`src/rtl/ppu_pkg.sv`:
```
// Shared object-pipeline types for the PPU.
//   obj_entry_t : one OAM entry as read from the two 16-bit OAM words.
//   obj_slot_t  : what a line slot keeps for one visible object.
//   scan_state_t: line selector scan FSM states.
//   obj_visible : vertical range test for 8x8 / 8x16 objects.
package ppu_pkg;

  localparam int OBJ_H_SHORT = 8;
  localparam int OBJ_H_TALL  = 16;

  typedef struct packed {
    logic [7:0] y;
    logic [7:0] x;
    logic [7:0] tile;
    logic [7:0] attrs;
  } obj_entry_t;

  // index is sized for the largest supported OAM (64 entries).
  typedef struct packed {
    logic [7:0] sx;
    logic [7:0] tile;
    logic [3:0] dy;
    logic [3:0] attrs;
    logic [5:0] index;
  } obj_slot_t;

  typedef enum logic [1:0] {
    ST_IDLE,
    ST_SCAN,
    ST_DONE
  } scan_state_t;

  function automatic logic obj_visible(input logic [7:0] dy, input logic tall);
    return tall ? (dy < 8'(OBJ_H_TALL)) : (dy < 8'(OBJ_H_SHORT));
  endfunction

endpackage

```
`src/rtl/obj_line_selector_if.sv`:
```
// Renderer query port of the object line selector.
//   master : renderer side, drives q_valid / q_x / q_take, receives hit data.
//   slave  : selector side.
interface obj_line_selector_if #(
  parameter int N_OAM = 40
);
  localparam int IDX_W = (N_OAM > 1) ? $clog2(N_OAM) : 1;

  logic             q_valid;
  logic [7:0]       q_x;
  logic             q_take;
  logic             hit;
  logic [7:0]       hit_tile;
  logic [2:0]       hit_row;
  logic [3:0]       hit_attrs;
  logic [IDX_W-1:0] hit_index;

  modport master (
    output q_valid, q_x, q_take,
    input  hit, hit_tile, hit_row, hit_attrs, hit_index
  );

  modport slave (
    input  q_valid, q_x, q_take,
    output hit, hit_tile, hit_row, hit_attrs, hit_index
  );
endinterface

```
`src/rtl/obj_line_selector_slot.sv`:
```
// obj_slot: one object slot of the line selector.
//   clk, rst : clock, asynchronous active-high reset
//   clr      : empty the slot (new scan)
//   load     : fill the slot with data_in and mark it live
//   retire   : empty the slot after its object has been consumed
//   q_x      : queried screen X
//   live     : slot holds an object
//   data     : stored object
//   match    : live and stored sx equals q_x
module obj_slot
  import ppu_pkg::*;
(
  input  logic      clk,
  input  logic      rst,
  input  logic      clr,
  input  logic      load,
  input  logic      retire,
  input  logic [7:0] q_x,
  input  obj_slot_t data_in,
  output logic      live,
  output obj_slot_t data,
  output logic      match
);

  logic      live_reg;
  obj_slot_t data_reg;

  always_ff @(posedge clk or posedge rst) begin
    if (rst) begin
      live_reg <= 1'b0;
      data_reg <= '0;
    end else if (clr) begin
      live_reg <= 1'b0;
    end else if (load) begin
      live_reg <= 1'b1;
      data_reg <= data_in;
    end else if (retire) begin
      live_reg <= 1'b0;
    end
  end

  assign live  = live_reg;
  assign data  = data_reg;
  assign match = live_reg && (data_reg.sx == q_x);

endmodule

```
`src/rtl/obj_line_selector.sv`:
```
// obj_line_selector: scans OAM for the current line, keeps the first N_SLOTS
// visible objects in OAM order and answers per-pixel X queries.
//   clk, rst      : clock, asynchronous active-high reset
//   start         : clear slots and (re)start the scan for ly / tall
//   ly, tall      : current line, 8x16 object mode
//   oam_addr/oam_d: OAM word read port (data one cycle after address)
//   scan_done     : slots hold a completed line
//   count         : slots filled; overflow: a visible object was dropped
//   q             : renderer query port (obj_line_selector_if.slave)
// Optional: define OBJ_YFLIP_EN to honour attrs[6] as vertical flip.
module obj_line_selector
  import ppu_pkg::*;
#(
  parameter int N_SLOTS = 10,
  parameter int N_OAM   = 40,
  parameter int Y_OFS   = 16,
  parameter int X_OFS   = 8,
  localparam int ADDR_W = $clog2(2 * N_OAM),
  localparam int CNT_W  = $clog2(N_SLOTS + 1),
  localparam int IDX_W  = (N_OAM > 1) ? $clog2(N_OAM) : 1,
  localparam int SLOT_W = (N_SLOTS > 1) ? $clog2(N_SLOTS) : 1
) (
  input  logic              clk,
  input  logic              rst,
  input  logic              start,
  input  logic [7:0]        ly,
  input  logic              tall,
  output logic [ADDR_W-1:0] oam_addr,
  input  logic [15:0]       oam_d,
  output logic              scan_done,
  output logic [CNT_W-1:0]  count,
  output logic              overflow,
  obj_line_selector_if.slave q
);

  localparam logic [ADDR_W-1:0] LAST_WORD = ADDR_W'(2 * N_OAM - 1);

  scan_state_t       state_reg, state_next;
  logic [ADDR_W-1:0] addr_reg;
  logic              issue_reg;      // addr_reg is a live read request
  logic              rd_valid_reg;   // oam_d carries word rd_word_reg
  logic [ADDR_W-1:0] rd_word_reg;
  logic [7:0]        ybuf_reg, xbuf_reg;
  logic              tall_reg;
  logic [CNT_W-1:0]  count_reg;
  logic              overflow_reg;

  logic [N_SLOTS-1:0] slot_live, slot_match;
  obj_slot_t          slot_data [N_SLOTS];

  obj_entry_t        cur_entry;
  obj_slot_t         new_slot, win;
  logic [7:0]        dy;
  logic              capture_odd, visible, do_insert, do_drop, do_take;
  logic              free_found, win_found;
  logic [SLOT_W-1:0] free_idx, win_idx;
  logic [3:0]        row;

  // ---------------- FSM ----------------
  always_ff @(posedge clk or posedge rst) begin
    if (rst) state_reg <= ST_IDLE;
    else     state_reg <= state_next;
  end

  always_comb begin
    state_next = state_reg;
    if (start) begin
      state_next = ST_SCAN;
    end else if (state_reg == ST_SCAN && rd_valid_reg && rd_word_reg == LAST_WORD) begin
      state_next = ST_DONE;
    end
  end

  // ---------------- entry assembly / visibility ----------------
  always_comb begin
    cur_entry = '{y: ybuf_reg, x: xbuf_reg, tile: oam_d[15:8], attrs: oam_d[7:0]};
    dy        = ly + 8'(Y_OFS) - cur_entry.y;
    visible   = obj_visible(dy, tall_reg);
    new_slot  = '{sx:    cur_entry.x - 8'(X_OFS),
                  tile:  cur_entry.tile,
                  dy:    dy[3:0],
                  attrs: cur_entry.attrs[7:4],
                  index: 6'(rd_word_reg >> 1)};
  end

  assign capture_odd = (state_reg == ST_SCAN) && rd_valid_reg && rd_word_reg[0];
  assign do_insert   = capture_odd && visible && free_found && !start;
  assign do_drop     = capture_odd && visible && !free_found && !start;

  // Lowest empty slot for inserts, lowest matching slot for queries.
  always_comb begin
    free_found = 1'b0;
    free_idx   = '0;
    win_found  = 1'b0;
    win_idx    = '0;
    for (int i = N_SLOTS - 1; i >= 0; i--) begin
      if (!slot_live[i]) begin
        free_found = 1'b1;
        free_idx   = SLOT_W'(i);
      end
      if (slot_match[i]) begin
        win_found = 1'b1;
        win_idx   = SLOT_W'(i);
      end
    end
  end

  // ---------------- datapath registers ----------------
  always_ff @(posedge clk or posedge rst) begin
    if (rst) begin
      addr_reg     <= '0;
      issue_reg    <= 1'b0;
      rd_valid_reg <= 1'b0;
      rd_word_reg  <= '0;
      ybuf_reg     <= '0;
      xbuf_reg     <= '0;
      tall_reg     <= 1'b0;
      count_reg    <= '0;
      overflow_reg <= 1'b0;
    end else if (start) begin
      addr_reg     <= '0;
      issue_reg    <= 1'b1;
      rd_valid_reg <= 1'b0;
      tall_reg     <= tall;
      count_reg    <= '0;
      overflow_reg <= 1'b0;
    end else begin
      if (state_reg == ST_SCAN) begin
        rd_valid_reg <= issue_reg;
        rd_word_reg  <= addr_reg;
        if (issue_reg) begin
          if (addr_reg == LAST_WORD) issue_reg <= 1'b0;
          else                       addr_reg  <= addr_reg + 1'b1;
        end
        if (rd_valid_reg && !rd_word_reg[0]) begin
          ybuf_reg <= oam_d[15:8];
          xbuf_reg <= oam_d[7:0];
        end
      end
      if (do_insert)    count_reg    <= count_reg + 1'b1;
      else if (do_take) count_reg    <= count_reg - 1'b1;
      if (do_drop)      overflow_reg <= 1'b1;
    end
  end

  // ---------------- slots ----------------
  generate
    for (genvar gi = 0; gi < N_SLOTS; gi++) begin : g_slot
      obj_slot u_slot (
        .clk     (clk),
        .rst     (rst),
        .clr     (start),
        .load    (do_insert && (free_idx == SLOT_W'(gi))),
        .retire  (do_take && (win_idx == SLOT_W'(gi))),
        .q_x     (q.q_x),
        .data_in (new_slot),
        .live    (slot_live[gi]),
        .data    (slot_data[gi]),
        .match   (slot_match[gi])
      );
    end
  endgenerate

  // ---------------- query outputs ----------------
  assign win     = slot_data[win_idx];
  assign q.hit   = q.q_valid && (state_reg == ST_DONE) && win_found;
  assign do_take = q.hit && q.q_take;

  always_comb begin
    row = win.dy;
`ifdef OBJ_YFLIP_EN
    if (win.attrs[2]) row = (tall_reg ? 4'd15 : 4'd7) - win.dy;
`endif
  end

  // In 8x16 mode the lower tile of the pair is selected by row bit 3.
  assign q.hit_tile  = tall_reg ? {win.tile[7:1], row[3]} : win.tile;
  assign q.hit_row   = row[2:0];
  assign q.hit_attrs = win.attrs;
  assign q.hit_index = win.index[IDX_W-1:0];

  assign oam_addr  = addr_reg;
  assign scan_done = (state_reg == ST_DONE);
  assign count     = count_reg;
  assign overflow  = overflow_reg;

endmodule

```
`src/flat_wrapper.sv`:
```
// flat-port wrapper written by rule: the top's interface ports become plain ports
module obj_line_selector_flat import ppu_pkg::*;
#(
  parameter int N_SLOTS = 10,
  parameter int N_OAM   = 40,
  parameter int Y_OFS   = 16,
  parameter int X_OFS   = 8,
  localparam int ADDR_W = $clog2(2 * N_OAM),
  localparam int CNT_W  = $clog2(N_SLOTS + 1),
  localparam int IDX_W  = (N_OAM > 1) ? $clog2(N_OAM) : 1,
  localparam int SLOT_W = (N_SLOTS > 1) ? $clog2(N_SLOTS) : 1
)
  (clk, rst, start, ly, tall, oam_addr, oam_d, scan_done, count, overflow, q_q_valid, q_q_x, q_q_take, q_hit, q_hit_tile, q_hit_row, q_hit_attrs, q_hit_index);
  obj_line_selector_if #(.N_OAM(N_OAM)) q_i ();
  input  logic clk;
  input  logic rst;
  input  logic start;
  input  logic [7:0] ly;
  input  logic tall;
  output logic [ADDR_W-1:0] oam_addr;
  input  logic [15:0] oam_d;
  output logic scan_done;
  output logic [CNT_W-1:0] count;
  output logic overflow;
  input wire logic [$bits(q_i.q_valid)-1:0] q_q_valid;
  input wire logic [$bits(q_i.q_x)-1:0] q_q_x;
  input wire logic [$bits(q_i.q_take)-1:0] q_q_take;
  output wire logic [$bits(q_i.hit)-1:0] q_hit;
  output wire logic [$bits(q_i.hit_tile)-1:0] q_hit_tile;
  output wire logic [$bits(q_i.hit_row)-1:0] q_hit_row;
  output wire logic [$bits(q_i.hit_attrs)-1:0] q_hit_attrs;
  output wire logic [$bits(q_i.hit_index)-1:0] q_hit_index;
  assign q_i.q_valid = q_q_valid;
  assign q_i.q_x = q_q_x;
  assign q_i.q_take = q_q_take;
  assign q_hit = q_i.hit;
  assign q_hit_tile = q_i.hit_tile;
  assign q_hit_row = q_i.hit_row;
  assign q_hit_attrs = q_i.hit_attrs;
  assign q_hit_index = q_i.hit_index;
  obj_line_selector #(.N_SLOTS(N_SLOTS), .N_OAM(N_OAM), .Y_OFS(Y_OFS), .X_OFS(X_OFS)) u_core (.clk(clk), .rst(rst), .start(start), .ly(ly), .tall(tall), .oam_addr(oam_addr), .oam_d(oam_d), .scan_done(scan_done), .count(count), .overflow(overflow), .q(q_i));
endmodule
```
`config.mk`:
```
export PLATFORM = sky130hd
export DESIGN_NAME = obj_line_selector_flat
export DESIGN_NICKNAME = d
export VERILOG_FILES = /design/src/rtl/ppu_pkg.sv /design/src/rtl/obj_line_selector_if.sv /design/src/rtl/obj_line_selector_slot.sv /design/src/rtl/obj_line_selector.sv /design/src/flat_wrapper.sv
export SDC_FILE = /design/constraint.sdc
export NUM_CORES = 1
export LEC_CHECK = 0
export CAP_MARGIN = 10
export CORE_MARGIN = 3
export CORE_UTILIZATION = 66
export CTS_BUF_LIST = sky130_fd_sc_hd__clkbuf_4
export DETAILED_ROUTE_END_ITERATION = 10
export MAX_ROUTING_LAYER = met4
export PLACE_DENSITY_LB_ADDON = 0.3
export SYNTH_ARGS = -nofsm -noshare
export SYNTH_HDL_FRONTEND = slang
export SYNTH_SLANG_ARGS = --single-unit
export TNS_END_PERCENT = 50
```
`constraint.sdc`:
```
create_clock -name clk -period 31.4 [get_ports clk]
set_input_delay 7.85 -clock clk [delete_from_list [all_inputs] [get_ports clk]]
set_output_delay 7.85 -clock clk [all_outputs]
set_load 0.1 [all_outputs]
```
# Word level (Yosys, flattened, before mapping)
# Index checks and enable logic that the tools add are counted.
# W data, S select, Z words.
[word_totals] mem_count=0 reg_bits=350 in_bits=38 elab_cells=281 mem_bits_ro=0 latchBits=0 mem_bits_rw=0 output_inout_bits=35
[classes] n_lt_le_gt_ge=3 n_mux=92 n_shift=0 multipliers=0 add_sub_neg=6 bitwise_logic=2 n_eq_ne=33 n_div=0 reduce_logical=75
[op_table] cell="$bmux W30 S4" n=1
[op_table] cell="$mux W4" n=23
[op_table] cell="$eq A8 B8 Y1" n=10
[op_table] cell="$mux W1" n=60
[op_table] cell="$mux W22" n=2
[op_table] cell="$logic_and A1 B1 Y1" n=42
[op_table] cell="$reduce_bool A3 Y1" n=11
[op_table] cell="$eq A4 B3 Y1 const B" n=8
[op_table] cell="$mux W7" n=4
[op_table] cell="$reduce_and A2 Y1" n=11
[op_table] cell="$eq A4 B2 Y1 const B" n=4
[op_table] cell="$eq A4 B4 Y1 const B" n=4
[op_table] cell="$eq A7 B7 Y1 const B" n=2
[op_table] cell="$add A8 B5 Y8 const B" n=1
[op_table] cell="$eq A4 B1 Y1 const B" n=2
[op_table] cell="$logic_not A4 Y1" n=2
[op_table] cell="$lt A8 B4 Y1 const B" n=1
[op_table] cell="$lt A8 B5 Y1 const B" n=1
[op_table] cell="$reduce_bool A2 Y1" n=4
[op_table] cell="$sub A8 B4 Y8 const B" n=1
[op_table] cell="$sub A8 B8 Y8" n=1
[op_table] cell="$add A7 B1 Y7 const B" n=1
[op_table] cell="$reduce_and A3 Y1" n=2
[op_table] cell="$ge A5 B5 Y1 const B" n=1
[op_table] cell="9 further kinds" n=12

# Longest topological paths before layout
[logic_depth] depth_word=18 mapped_depth=17

# By module
# From an unflattened synthesis, not the netlist that was laid out.
[unflattened] hier_cells=1271 hier_area_um2=17236.5
[by_module_without_submodules] module="obj_slot" instances=10 cells_per_inst=81 seq_area_each_um2=775.7 area_per_inst_um2=1305.0
[by_module_without_submodules] module="obj_line_selector" instances=1 cells_per_inst=461 seq_area_each_um2=1001.0 area_per_inst_um2=4186.5

# Least setup slack after synthesis
# OpenSTA, ideal clock, no wires.
[synth_path] path_kind="input port to output port" start="in q_q_x[5]" end="out q_hit_tile[7]" path_stages=12 path_slack_ps=13114 t_required_ps=23550 t_arrival_ps=10436 path_cell_list="buf_6 xnor2_1 nand3_1 or3_1 a41oi_2 o31a_2 nand2_2 buf_6 buf_6 mux2i_1 o22ai_1 a311o_1"
[synth_via] elab_chain_cells=16 elab_cells_between_ends=34 cone_classes="eq/ne: 10; mux: 13; bitwise: 1; reduce/logical: 10"
[synth_rtl] element="start, declared" line_no="flat_wrapper.sv:26" text="input wire logic [$bits(q_i.q_x)-1:0] q_q_x;"
[synth_rtl] element="$eq A8 B8 Y1" line_no="obj_line_selector_slot.sv:44" text="assign match = live_reg && (data_reg.sx == q_x);"
[synth_rtl] element="$logic_and A1 B1 Y1" line_no="obj_line_selector_slot.sv:44"
[synth_rtl] element="$mux W4 (9 in a row)" line_no="obj_line_selector.sv:101" text="if (slot_match[i]) begin"
[synth_rtl] element="$mux W4 *" line_no="obj_line_selector.sv:101"
[synth_rtl] element="$not A4 Y5 (not written as such) *" line_no="obj_line_selector.sv:165" text="assign win = slot_data[win_idx];"
[synth_rtl] element="$bmux W30 S4 *" line_no="obj_line_selector.sv:165"
[synth_rtl] element="$mux W22 (not written as such) * (2 in a row)" line_no="obj_line_selector.sv:165"
[synth_rtl] element="end, declared" line_no="flat_wrapper.sv:29" text="output wire logic [$bits(q_i.hit_tile)-1:0] q_hit_tile;"
# Mark *: on every way between the ends. The rest lies on a longest branch, timed or not. The select of a mux whose other input is x is not followed.

# Worst setup path after layout
[layout_path] start="in q_q_x[4]" end="out q_hit_tile[0]"
[layout_via] elab_chain_cells=17 elab_cells_between_ends=35 cone_classes="eq/ne: 10; mux: 14; bitwise: 1; reduce/logical: 10"
[layout_rtl] element="$eq A8 B8 Y1" line_no="obj_line_selector_slot.sv:44"
[layout_rtl] element="$logic_and A1 B1 Y1" line_no="obj_line_selector_slot.sv:44"
[layout_rtl] element="$mux W4 (9 in a row)" line_no="obj_line_selector.sv:101"
[layout_rtl] element="$mux W4 *" line_no="obj_line_selector.sv:101"
[layout_rtl] element="$not A4 Y5 (not written as such) *" line_no="obj_line_selector.sv:165"
[layout_rtl] element="$bmux W30 S4 *" line_no="obj_line_selector.sv:165"
[layout_rtl] element="$mux W22 (not written as such) * (2 in a row)" line_no="obj_line_selector.sv:165"
[layout_rtl] element="$mux W1 *" line_no="obj_line_selector.sv:177" text="assign q.hit_tile = tall_reg ? {win.tile[7:1], row[3]} : win.tile;"
# Marks and branches as above.

==> impl_metrics.env <==
export IMPL_worst_pin_slew_ns=1.25
export IMPL_drt_iter0_drc=924
export IMPL_total_power_mw=1.05
export IMPL_setup_violations=0
export IMPL_leakagePower_nw=9.00
export IMPL_grt_pass1_vias=11800
export IMPL_final_hold_viol_count=0
export IMPL_timing_final_crit_period_ns=21.18
export IMPL_synth_seq_cells=350
export IMPL_period_share=0.675
export IMPL_critPathLaunch="q_q_x[4]"
export IMPL_switching_share=0.318
export IMPL_r2r_end="u_core.g_slot[8].u_slot.data[4]"
export IMPL_hold_path_class="reg -> reg"
export IMPL_async_reset_ff_frac=1.00
export IMPL_whs_endpoint="u_core.g_slot[4].u_slot.data[13]"
export IMPL_vias=11400
export IMPL_cts_sinks=350
export IMPL_root_buffer="clkbuf_4"
export IMPL_power_switching_mw=0.334
export IMPL_setup_tns_ns=0
export IMPL_comb_power_share=0.195
export IMPL_io_pins=73
export IMPL_syn_area_per_cell_um2=11.9
export IMPL_cp_start_kind="primary input"
export IMPL_largest_reg_flops=300
export IMPL_ys_warn_count=0
export IMPL_ys_seq_area_frac=0.519
export IMPL_die_h_um=166
export IMPL_cpMostUsedCell="clkdlybuf4s50_1"
export IMPL_slowest_delay_ns=1.14
export IMPL_clock_skew_ns=0.0455
export IMPL_synthCells=1422
export IMPL_place_hpwl_um=24300
export IMPL_antenna_found_initial=1
export IMPL_grt_first_pass_wirelength_um=63300
export IMPL_drive_above_1_share=0.239
export IMPL_path_class="in -> out"
export IMPL_rows=57
export IMPL_synthFlopType="dfrtp_1"
export IMPL_r2r_start="u_core.ybuf_reg[1]"
export IMPL_hp_start="u_core.g_slot[4].u_slot.data[13]"
export IMPL_ir_worst_vdd_uv=82.2
export IMPL_outcome="finished, final reports clean"
export IMPL_seqPwrFrac=0.463
export IMPL_arrival_ns=13.33
export IMPL_relSlewSlack=0.165
export IMPL_synthesis_nets=1479
export IMPL_worstHoldPathCells=2
export IMPL_track_usage=0.295
export IMPL_fmax_ghz=0.0472
export IMPL_die_area_um2=27500
export IMPL_synth_edff_count=0
export IMPL_final_nets=1548
export IMPL_drv_slew=0
export IMPL_synthDistinctLibCells=60
export IMPL_areaGrowthSynthToFinish_pct=10.2
export IMPL_vias_per_cell=6.14
export IMPL_wl_per_cell_um=21.1
export IMPL_cp_cell_sequence="clkdlybuf4s50_1, xnor2_1, nand4_1, nor3_1, nor2_1, a21o_1, nand2_1, nand2b_1, o221a_1, o2bb2a_1, clkdlybuf4s50_1"
export IMPL_intPower_mw=0.716
export IMPL_synth_area_um2=16900
export IMPL_endpoint_kind="output port"
export IMPL_power_density_nw_per_um2=56.4
export IMPL_cp_slowest_cell="clkdlybuf4s50_1"
export IMPL_ant_nets=0
export IMPL_numCtsBuffers=89
export IMPL_rsz0062_at_grt="false"
export IMPL_critPathTopFamily="simple AND/OR/NAND/NOR gates"
export IMPL_place_congestion=0.927
export IMPL_max_cap_violations=0
export IMPL_clk_pin_slew_ns=0.06
export IMPL_cts_path_max_buffers=3
export IMPL_critPathBufInv=2
export IMPL_dr_pass1_iters=6
export IMPL_cts_resized=0
export IMPL_grt_max_degree=149
export IMPL_clkLatencyLatePin_ns=0.71
export IMPL_regToRegSetupSlack_ns=26.52
export IMPL_grt_ovfl_total=0
export IMPL_cts_hold_fix_buffers=0
export IMPL_cp_required_ns=23.55
export IMPL_chipWidth_um=166
export IMPL_rr_worst_depth=11
export IMPL_totalWireLength_um=39400
export IMPL_p_clk_frac=0.342
export IMPL_coreArea_um2=24700
export IMPL_cts_tree="built"
export IMPL_layout_cells_non_filler=1865
export IMPL_drc=0
export IMPL_cts_setup_buffers=0
export IMPL_crit_fanout=22
export IMPL_initial_core_util=0.682
export IMPL_port_buffers=72
export IMPL_fin_util=0.752
export IMPL_h_tree_depth=3
export IMPL_dpl_cell_count=1724
## layout by cell type, fill, tap and decap left out, drive strengths merged, types with 9 or more instances in the layout
cell type / n
nor2b: 12
nor2: 49
nand4: 20
mux2i: 115
o21ai: 85
clkinv: 15
a21oi: 16
nand2: 140
nor3: 19
a311o: 13
or2: 9
o22ai: 21
buf: 11
dfrtp: 350
ha: 17
xnor2: 81
nand3: 22
xor2: 12
clkbuf: 119
mux2: 254
clkdlybuf4s50: 72
inv: 24
## stage by stage
step	setup WS, ns	hold slack [ns]	instance area, um^2
detailed placement	10.33	0.471	17600
global placement	10.45	0.459	17600
finish	10.22	0.488	18600
global route	10.11	0.507	18600
floorplan	13.11	0.448	16900
CTS	10.33	0.484	18600
## routing by layer
metal | up-vias | GRT usage | part of all wire
met1 | 5850 | 0.380 | 0.41
met5 | - | - | 0
met2 | 354 | 0.479 | 0.50
met4 | 0 | 0.105 | 0.026
li1 | 5173 | - | -
met3 | 69 | 0.0493 | 0.055
## worst register-to-register path, stage by stage (launching register included)
cell	delay, ns
dfrtp_1	0.36
inv_1	0.06
ha_1	0.27
ha_1	0.22
fa_1	0.48
xnor2_1	0.85
o2111ai_1	0.24
nor4_2	0.37
nand3_1	0.20
a21oi_1	0.35
nand2_2	0.75
mux2_1	0.59
## power by group through the flow
stage,Clock (mW),Combinational (mW),Sequential [mW]
after floorplan,0,0.154,0.490
after detailed placement,0,0.204,0.495
final,0.359,0.204,0.487
after global routing,0.393,0.216,0.489
after CTS,0.368,0.205,0.487
after global placement,0,0.202,0.494
## kinds of logic after synthesis
family | count (synthesis) | share of synthesized area
buf+inv | 127 | 0.0362
flops | 350 | 0.519
fa+ha+maj | 19 | 0.0150
xor+xnor | 94 | 0.0500
simple gates | 296 | 0.0808
compound gates | 167 | 0.0619
mux | 369 | 0.238
## worst max path at each step
stage | to | slack, ns | depth (start not counted)
after detailed placement | q_hit_tile[0] | 10.33 | 11
final | q_hit_tile[0] | 10.22 | 11
after global routing | q_hit_tile[0] | 10.11 | 11
after floorplan | q_hit_tile[7] | 13.11 | 12
after CTS | q_hit_tile[0] | 10.33 | 11
after global placement | q_hit_tile[0] | 10.45 | 11
## Yosys cell counts, types with 5 or more instances
cell type,instances,share of area
a211o_1,7,0.0036
a21o_1,7,0.0031
a21oi_1,16,0.0047
a311o_1,13,0.0077
buf_1,14,0.0031
buf_2,20,0.0059
buf_6,13,0.0087
clkbuf_1,55,0.012
dfrtp_1,350,0.52
ha_1,17,0.013
inv_1,22,0.0049
mux2_1,47,0.031
mux2_2,207,0.14
mux2i_1,115,0.068
nand2_1,139,0.031
nand2b_1,5,0.0019
nand3_1,22,0.0065
nand4_1,20,0.0074
nor2_1,48,0.011
nor2b_1,12,0.0044
nor3_1,18,0.0053
o21ai_0,50,0.015
o21ai_1,35,0.010
o22ai_1,21,0.0078
or2_1,6,0.0022
or3_1,6,0.0022
xnor2_1,80,0.041
xor2_1,12,0.0062
## cell type report
| class | count | area, um^2 |
|---|---|---|
| Sequential cell | 350 | 8760 |
| Multi-Input combinational cell | 945 | 7540 |
| Fill cell | 1645 | 6130 |
| Clock buffer | 119 | 893 |
| Timing Repair Buffer | 83 | 803 |
| Tap cell | 324 | 405 |
| Clock inverter | 21 | 125 |
| Inverter | 22 | 90.1 |
| Antenna cell | 1 | 2.50 |
(Power assumes the default switching activity.)
